`config.mk`:
```
export PLATFORM = sky130hd
export DESIGN_NAME = fifo_read_ctrl
export DESIGN_NICKNAME = d
export VERILOG_FILES = /design/src/rtl/fifo_read_ctrl.sv
export SDC_FILE = /design/constraint.sdc
export NUM_CORES = 1
export LEC_CHECK = 0
export ABC_CLOCK_PERIOD_IN_PS = 5300
export CAP_MARGIN = 10
export CELL_PAD_IN_SITES_DETAIL_PLACEMENT = 1
export CELL_PAD_IN_SITES_GLOBAL_PLACEMENT = 2
export CORE_MARGIN = 2
export CORE_UTILIZATION = 31
export CTS_CLUSTER_SIZE = 20
export DETAILED_ROUTE_END_ITERATION = 10
export PLACE_DENSITY_LB_ADDON = 0.1
export SYNTH_ARGS = -nofsm -noshare
export SYNTH_HDL_FRONTEND = slang
export SYNTH_SLANG_ARGS = --single-unit
export TNS_END_PERCENT = 10
```
`constraint.sdc`:
```
create_clock -name clk_r -period 5.3 [get_ports clk_r]
set_clock_uncertainty 0.2 [all_clocks]
set_input_delay 1.325 -clock clk_r [delete_from_list [all_inputs] [get_ports clk_r]]
set_output_delay 1.325 -clock clk_r [all_outputs]
set_load 0.05 [all_outputs]
```
`src/rtl/fifo_read_ctrl.sv`:
```
`default_nettype none
// ============================================================================
//  Module      : fifo_read_ctrl
//  Description : Read-side controller of an asynchronous FIFO (clk_r domain).
//                Synchronises the write Gray pointer, derives empty and
//                occupancy, drives the BRAM read address, absorbs the BRAM's
//                one-cycle read latency and presents words on a valid/ready
//                stream through a 2-entry output buffer at full throughput.
//  Ports       : clk_r, rst_r        - read clock, synchronous active-high reset
//                wr_ptr_gray_w       - write pointer (Gray) from clk_w domain
//                rd_ptr_gray         - registered read pointer (Gray) to clk_w
//                rd_addr / rd_data   - BRAM read address / registered read data
//                m_data/m_valid/m_ready - output stream
//                empty, rd_count     - unfetched words still held in BRAM
//  Revision    : 1.0 - initial release
// ============================================================================
module fifo_read_ctrl #(
    parameter int ADDR_WIDTH  = 11,
    parameter int DATA_WIDTH  = 8,
    parameter int SYNC_STAGES = 2
) (
    input  logic                  clk_r,
    input  logic                  rst_r,
    input  logic [ADDR_WIDTH:0]   wr_ptr_gray_w,
    output logic [ADDR_WIDTH:0]   rd_ptr_gray,
    output logic [ADDR_WIDTH-1:0] rd_addr,
    input  logic [DATA_WIDTH-1:0] rd_data,
    output logic [DATA_WIDTH-1:0] m_data,
    output logic                  m_valid,
    input  logic                  m_ready,
    output logic                  empty,
    output logic [ADDR_WIDTH:0]   rd_count
);

    localparam int PW = ADDR_WIDTH + 1;

    function automatic logic [PW-1:0] gray2bin(input logic [PW-1:0] g);
        logic [PW-1:0] b;
        b[PW-1] = g[PW-1];
        for (int i = PW - 2; i >= 0; i--) begin
            b[i] = b[i+1] ^ g[i];
        end
        return b;
    endfunction

    function automatic logic [PW-1:0] bin2gray(input logic [PW-1:0] b);
        return b ^ (b >> 1);
    endfunction

    // ------------------------------------------------------------------
    // Write-pointer synchroniser
    // ------------------------------------------------------------------
    logic [PW-1:0] sync_q [SYNC_STAGES];

    always_ff @(posedge clk_r) begin
        if (rst_r) begin
            for (int i = 0; i < SYNC_STAGES; i++) begin
                sync_q[i] <= '0;
            end
        end else begin
            sync_q[0] <= wr_ptr_gray_w;
            for (int i = 1; i < SYNC_STAGES; i++) begin
                sync_q[i] <= sync_q[i-1];
            end
        end
    end

    logic [PW-1:0] w_wq;
    logic [PW-1:0] w_wbin;

    assign w_wq   = sync_q[SYNC_STAGES-1];
    assign w_wbin = gray2bin(w_wq);

    // ------------------------------------------------------------------
    // Read pointer, fetch decision
    // ------------------------------------------------------------------
    logic [PW-1:0]         rd_ptr_bin_q, rd_ptr_bin_d;
    logic [PW-1:0]         rd_ptr_gray_q, rd_ptr_gray_d;
    logic                  pending_q, pending_d;
    logic [1:0]            buf_cnt_q, buf_cnt_d;
    logic [DATA_WIDTH-1:0] buf0_q, buf0_d;
    logic [DATA_WIDTH-1:0] buf1_q, buf1_d;

    logic          w_empty;
    logic          w_pop;
    logic [2:0]    w_occ;
    logic          w_fetch;
    logic [PW-1:0] w_ptr_inc;

    assign w_empty   = (rd_ptr_gray_q == w_wq);
    assign w_pop     = (buf_cnt_q != 2'd0) && m_ready;
    // Words committed to the output path once this cycle's pop is accounted
    // for; the pop can only happen when buf_cnt_q >= 1, so no underflow.
    assign w_occ     = {2'b00, pending_q} + {1'b0, buf_cnt_q} - {2'b00, w_pop};
    assign w_fetch   = !w_empty && (w_occ < 3'd2);
    assign w_ptr_inc = rd_ptr_bin_q + PW'(1);

    always_comb begin
        rd_ptr_bin_d  = rd_ptr_bin_q;
        rd_ptr_gray_d = rd_ptr_gray_q;
        pending_d     = w_fetch;
        if (w_fetch) begin
            rd_ptr_bin_d  = w_ptr_inc;
            rd_ptr_gray_d = bin2gray(w_ptr_inc);
        end
    end

    // ------------------------------------------------------------------
    // 2-entry output buffer; buf0 is the head and drives the stream.
    // A word written while pending lands behind any word still buffered,
    // so ordering is preserved when pop and write coincide.
    // ------------------------------------------------------------------
    always_comb begin
        buf0_d    = buf0_q;
        buf1_d    = buf1_q;
        buf_cnt_d = buf_cnt_q;
        case ({w_pop, pending_q})
            2'b10: begin
                buf0_d    = buf1_q;
                buf_cnt_d = buf_cnt_q - 2'd1;
            end
            2'b01: begin
                if (buf_cnt_q == 2'd0) begin
                    buf0_d = rd_data;
                end else begin
                    buf1_d = rd_data;
                end
                buf_cnt_d = buf_cnt_q + 2'd1;
            end
            2'b11: begin
                if (buf_cnt_q == 2'd1) begin
                    buf0_d = rd_data;
                end else begin
                    buf0_d = buf1_q;
                    buf1_d = rd_data;
                end
            end
            default: begin
            end
        endcase
    end

    always_ff @(posedge clk_r) begin
        if (rst_r) begin
            rd_ptr_bin_q  <= '0;
            rd_ptr_gray_q <= '0;
            pending_q     <= 1'b0;
            buf_cnt_q     <= 2'd0;
            buf0_q        <= '0;
            buf1_q        <= '0;
        end else begin
            rd_ptr_bin_q  <= rd_ptr_bin_d;
            rd_ptr_gray_q <= rd_ptr_gray_d;
            pending_q     <= pending_d;
            buf_cnt_q     <= buf_cnt_d;
            buf0_q        <= buf0_d;
            buf1_q        <= buf1_d;
        end
    end

    // ------------------------------------------------------------------
    // Outputs: all from registers except empty/rd_count, which come from
    // registered pointers only (no path from m_ready).
    // ------------------------------------------------------------------
    assign rd_ptr_gray = rd_ptr_gray_q;
    assign rd_addr     = rd_ptr_bin_q[ADDR_WIDTH-1:0];
    assign m_data      = buf0_q;
    assign m_valid     = (buf_cnt_q != 2'd0);
    assign empty       = w_empty;
    assign rd_count    = w_wbin - rd_ptr_bin_q;

endmodule
`default_nettype wire

```
==> results of run 1 <==
-- through the flow --
stage	instances	area, sq um	power, mW	hold slack, ns	TNS, ns
6_report	597	4680	2.68	0.238	-0.0206
4_1_cts	596	4650	2.71	0.244	-0.117
5_1_grt	597	4680	2.86	0.258	-0.510
3_5_place_dp	577	4360	2.23	0.228	-0.0113
3_3_place_gp	577	4360	2.21	0.221	0
2_1_floorplan	377	3450	1.72	0.214	0
-- routing by layer --
layer	vias up	GRT usage	routed length (um)
li1	1409	-	-
met3	13	0.0439	412
met5	-	0	0
met2	54	0.247	4010
met1	1276	0.183	3870
met4	0	0.0542	123
-- cells in the final DEF, fill, tap and decap left out, types with 2 or more instances in the layout --
| master | instances |
|---|---|
| nand3_1 | 8 |
| xnor2_2 | 4 |
| o21a_1 | 2 |
| clkbuf_8 | 12 |
| buf_12 | 7 |
| o22ai_1 | 2 |
| a211oi_1 | 9 |
| buf_4 | 14 |
| dfxtp_2 | 2 |
| nand4_1 | 6 |
| mux2i_1 | 14 |
| and3_1 | 3 |
| dfxtp_1 | 63 |
| xor2_2 | 4 |
| nor2_1 | 51 |
| nand2_1 | 13 |
| clkdlybuf4s50_1 | 56 |
| nor4_1 | 4 |
| a21oi_1 | 9 |
| ha_1 | 16 |
| xnor2_1 | 37 |
| nor2b_1 | 27 |
| nor3_1 | 8 |
| o21ai_0 | 5 |
| o21ai_2 | 2 |
| a21o_1 | 4 |
| a31oi_1 | 2 |
| a222oi_1 | 8 |
| inv_1 | 22 |
| xor2_1 | 22 |
-- synthesized netlist by cell type (8+ instances only) --
library cell / number / area share
ha_1: 17 / 0.062
dfxtp_1: 66 / 0.38
a21oi_1: 10 / 0.015
nor2_1: 51 / 0.056
xor2_1: 24 / 0.061
nand2_1: 13 / 0.014
clkbuf_1: 9 / 0.0098
a222oi_1: 8 / 0.023
mux2i_1: 14 / 0.041
nor2b_1: 27 / 0.049
nor3_1: 8 / 0.012
inv_1: 23 / 0.025
xnor2_1: 40 / 0.10
a211oi_1: 9 / 0.020
nand3_1: 8 / 0.012
-- final cells by class --
cell class,instances,area [sq um],area share
Inverter,23,86.3,0.0184
Sequential cell,66,1330,0.284
Clock buffer,13,169,0.0361
Multi-Input combinational cell,274,2040,0.437
Timing Repair Buffer,79,843,0.180
Clock inverter,2,35.0,0.00748
Tap cell,140,175,0.0374
-- repair_timing --
item / CTS / global route
endpoints found under the setup margin: 3 / 8
setup buffers: 4 / 1
pin swaps: 13 / 1
hold buffers: 0 / 0
gates resized for setup: 14 / 5
-- power by group through the flow --
stage / Clock (mW) / Sequential, mW / Combinational, mW
floorplan: 0 / 0.855 / 0.864
global placement: 0 / 0.668 / 1.55
detailed placement: 0 / 0.668 / 1.56
CTS: 0.458 / 0.660 / 1.60
global route: 0.478 / 0.670 / 1.71
finish: 0.438 / 0.659 / 1.59
-- cells by family after synthesis --
kind of cell	Yosys count	synth area share
DFF	66	0.384
adders and majority gates	19	0.0735
xor gates and xnor gates	69	0.190
muxes	14	0.0407
buffers and inverters	37	0.0418
AOI/OAI and AO/OA	49	0.0982
and+or+nand+nor	123	0.172
-- worst min-delay path by stage --
stage / slack, ns / cells past startpoint / endpoint
detailed placement: 0.23 / 1 / sync_q[0][17]
global route: 0.26 / 1 / sync_q[0][15]
global placement: 0.22 / 1 / sync_q[0][15]
CTS: 0.24 / 1 / sync_q[0][12]
finish: 0.24 / 1 / sync_q[0][12]
floorplan: 0.21 / 1 / sync_q[0][12]
-- critical path, delay by kind of cell, from the launching register on --
family | cells | cell delay (ns)
flops | 1 | 0.36
compound gates | 6 | 0.79
xor+xnor | 8 | 1.38
buf+inv | 2 | 0.34
fa+ha+maj | 2 | 0.56
-- sequential cells by signal (all words and copies together), names as in the netlist --
signal	cells
m_data	8
buf_cnt_q	2
rd_ptr_bin_q	12
sync_q	24
rd_ptr_gray	11
pending_q	1
buf1_q	8
==> results.cfg, run 1 <==
[timing]
tightest_slew_ns = 0.943
fmax_mhz = 188
slew_headroom = 0.367
timing.final.crit_share = 1.00
hold_viol_final = 0
fin_ws_ns = -0.0206
setup_viol = 1
rsz0062_at_grt = true
maxSlewViolCount = 0
period_needed_ns = 5.32

[worst_setup_path]
cp.arrival_ns = 3.80
cp_max_fo = 2
slowest_stage = dfxtp_4
r2r-start = buf_cnt_q[1]
r2r-end = rd_ptr_bin_q[6]
cp-endpoint = rd_count[10]
cp-end-kind = output pin
crit_type = reg -> out
cpPeakStageDelay_ns = 0.36
path_common_cell = xnor2_2
startpoint_type = register
r2r_slack_ns = 1.94
crit_chain = xnor2_4 > xnor2_2 > xnor2_2 > xnor2_2 > xor2_2 > xor2_2 > xnor2_1 > ha_2 > inv_2 > fa_2 > a21o_1 > a21oi_2 > o21ai_2 > a21boi_2 > o21bai_1 > a21oi_1 > xnor2_1 > bufbuf_16
crit_path_start = sync_q[0][20]
worstPathRequired_ns = 3.77
reg2reg_depth = 14

[placement]
port_buffers = 67
gp_congestion = 0.755
dp_hpwl_mm = 6.16
dp_slack_ns = -0.0113

[logic_synthesis]
synth_edf_count = 0
synthCells = 377
synth-main-ff-cell = dfxtp_1
yosysSeqAreaShare = 0.384
ys_warn_count = 0
synth-seq-cells = 66
async_flop_share = 0
syn-cell-area_sq_um = 3440
avgSynthCellArea_sq_um = 9.13
synth.distinct_cells = 37
syn_nets = 419

[power_and_ir_drop]
leakagePower_nw = 1.93
p_per_area_nw_per_um2 = 573
p_int_mw = 1.48
combinationalPowerShare = 0.591
swShare = 0.447
seqPwrFrac = 0.246
max-vdd-ir-drop_mv = 0.330
clockPowerShare = 0.163
p_switching_mw = 1.20

[routing]
wire_per_inst_um = 14.1
drc_errors = 0
dr.pass1.iters = 5
wl_mm = 8.41
antenna_left = 0
drtIter0Drc = 96
vias_per_cell = 4.61
vias = 2752

[die]
die_height_um = 109
num_rows = 38
fp.dieW_um = 109
io_pins = 68
initial_utilization = 0.317
dieArea_sq_um = 12000
core-area_sq_um = 10800

[clocking]
cts.sink_count = 66
htreeDepth = 3
clk_pin_slew_ns = 0.07
cts_tree = done
cts_buffers = 9
clockBufferDepth = 2
clockRootBuffer = clkbuf_8
clk_latency_ns = 0.34

[cells_and_area]
fin_nets = 495
synthToLayoutAreaGrowth_pct = 36.0
nFillCells = 1274
drive_above_1_share = 0.125
utilization = 0.432
n_antenna_cell = 0

[global_route]
gr-total-overflow = 0
grt_pass1_vias = 2783
grt.total_usage = 0.149
grt_max_degree = 67
grt_antenna_before_repair = 0
grt_first_pass_wirelength_mm = 13.7

[run]
maxCapViolCount = 0

[run_status]
violations = negative setup slack
outcome = finished, violations left

[min_path]
min_from = sync_q[0][0]
worstHoldPathType = reg -> reg
No activity file was read; power rests on OpenSTA's default activity.
==> inputs of run 2 (changes only) <==
- CAP_MARGIN: 10 -> unset
==> results of run 2 <==
The final DEF is identical to that of run 1; final timing and power are the same.
==> inputs of run 3 (changes only) <==
- CORE_MARGIN: 2 -> 4
==> run 3 against run 2 <==
  * The flow still finishes with violations (negative setup slack)
  * Worst hold slack lost 0.0019 ns
  * Via count is 3.1% higher
  * Register-to-register slack improved by 0.05 ns
  * Flip-flop and latch count stayed put
  * Total power shrank 0.30%
  * Critical path depth did not move
  * Final cell count up 0.67%
  * Critical endpoint unchanged
  * Sequential share of layout area up 0.12 points
  * Die area increased by 7.4%
  * Routed wire length increased by 3.0%
==> results.cfg, run 3 (same netlist as run 1, synthesis figures left out) <==
[clocking]
cts_tree = done
htreeDepth = 3
clk_latency_ns = 0.34
clockRootBuffer = clkbuf_8
clk_pin_slew_ns = 0.07
postCtsHoldBufs = 0
cts.sink_count = 66
clockBufferDepth = 2
cts_buffers = 9

[timing]
maxSlewViolCount = 0
tightest_slew_ns = 0.942
fmax_mhz = 187
period_needed_ns = 5.35
holdWs_ns = 0.236
timing.final.crit_share = 1.01
hold_viol_final = 0
setup_viol = 1
tns_ns = -0.0501
slew_headroom = 0.368
fin_ws_ns = -0.0501
rsz0062_at_grt = true

[power_and_ir_drop]
p_per_area_nw_per_um2 = 573
leakagePower_nw = 1.94
max-vdd-ir-drop_mv = 0.319
power_mw = 2.67

[routing]
wire_per_inst_um = 14.4
dr.pass1.iters = 5
wl_mm = 8.66
antenna_left = 0
vias = 2836
vias_per_cell = 4.72
drtIter0Drc = 106
drc_errors = 0

[cells_and_area]
largest_register_ffs = 24
top_register = sync_q
drive_above_1_share = 0.128
instances_no_fill = 601
synthToLayoutAreaGrowth_pct = 35.6
mostFrequentLayoutCells = 62 x dfxtp_1, 55 x clkdlybuf4s50_1, 51 x nor2_1
fin_nets = 498
n_antenna_cell = 0
layout_commonest_cell = dfxtp_1

[placement]
gp_congestion = 0.757
port_buffers = 67
post-place-cells = 577
dp_hpwl_mm = 6.44
dp_slack_ns = -0.0371

[die]
die_height_um = 113
num_rows = 38
initial_utilization = 0.317
core-area_sq_um = 10800
io_pins = 68
dieArea_sq_um = 12800
fp.dieW_um = 113

[worst_setup_path]
crit_chain = xnor2_4 > xnor2_2 > xnor2_2 > xnor2_2 > xor2_2 > xor2_2 > xnor2_1 > ha_2 > inv_2 > fa_2 > a21o_1 > a21oi_2 > o21ai_2 > a21boi_2 > o21bai_1 > a21oi_2 > xnor2_1 > bufbuf_16
cpPeakStageDelay_ns = 0.37
cp-end-kind = output pin
worstPathRequired_ns = 3.77
path_delay_family = XOR/XNOR gates
cp_max_fo = 2
r2r_slack_ns = 1.99
slowest_stage = dfxtp_4
r2r-end = rd_ptr_bin_q[11]
startpoint_type = register
r2r-start = buf_cnt_q[1]
cp_num_buf_inv = 2
crit_type = reg -> out
reg2reg_depth = 14
path_common_cell = xnor2_2
cp.arrival_ns = 3.83

[global_route]
grt_max_degree = 67
gr-total-overflow = 0
grt.total_usage = 0.143
grt_pass1_vias = 2937
grt_antenna_before_repair = 0
grt_first_pass_wirelength_mm = 14.7

[min_path]
worstHoldPathType = reg -> reg
hold_path_depth = 1
hold_end = sync_q[0][22]
min_from = sync_q[0][10]

[run_status]
outcome = finished, violations left
violations = negative setup slack

[run]
maxCapViolCount = 0
[run 3: worst max path at each step]
stage                       start            to  slack [ns]  cells after the start
finish              sync_q[0][20]  rd_count[10]       -0.05                     18
global route        sync_q[0][21]  rd_count[10]       -0.32                     18
CTS                 sync_q[0][20]  rd_count[10]       -0.08                     18
detailed placement  sync_q[0][20]  rd_count[10]       -0.04                     18
global placement    sync_q[0][20]  rd_count[10]        0.06                     18
floorplan           sync_q[0][20]  rd_count[10]        0.04                     17
[run 3: metal layers]
| layer | vias to the layer above | share of wire | wire (um) | GRT usage |
|---|---|---|---|---|
| li1 | 1420 | - | - | - |
| met1 | 1352 | 0.46 | 4020 | 0.181 |
| met2 | 56 | 0.48 | 4150 | 0.235 |
| met3 | 8 | 0.045 | 390 | 0.0390 |
| met4 | 0 | 0.013 | 109 | 0.0457 |
| met5 | - | 0 | 0 | 0 |
[run 3: cell type report]
| class | count | area [sq um] |
|---|---|---|
| fill | 1254 | 6170 |
| multi-input combinational | 274 | 2040 |
| sequential | 66 | 1330 |
| timing repair buffer | 82 | 856 |
| tap | 140 | 175 |
| clock buffer | 13 | 139 |
| inverter | 23 | 86.3 |
| clock inverter | 3 | 40.0 |
[run 3: power breakdown]
part / total, mW / switching (mW) / internal [mW]
sequential: 0.658 / 0.0687 / 0.590
clock: 0.409 / 0.192 / 0.217
combinational: 1.61 / 0.954 / 0.654
total: 2.67 / 1.21 / 1.46
[run 3: metrics by stage]
| stage | instance area [sq um] | util |
|---|---|---|
| final | 4670 | 0.430 |
| after global routing | 4670 | 0.430 |
| after CTS | 4650 | 0.429 |
| after detailed placement | 4350 | 0.401 |
| after global placement | 4350 | 0.401 |
| after floorplan | 3450 | - |
[run 3: what timing repair did]
action / CTS / global route
pin swaps: 12 / 5
gates resized for setup: 17 / 5
buffers inserted: 7 / 1
setup endpoints to repair: 6 / 7
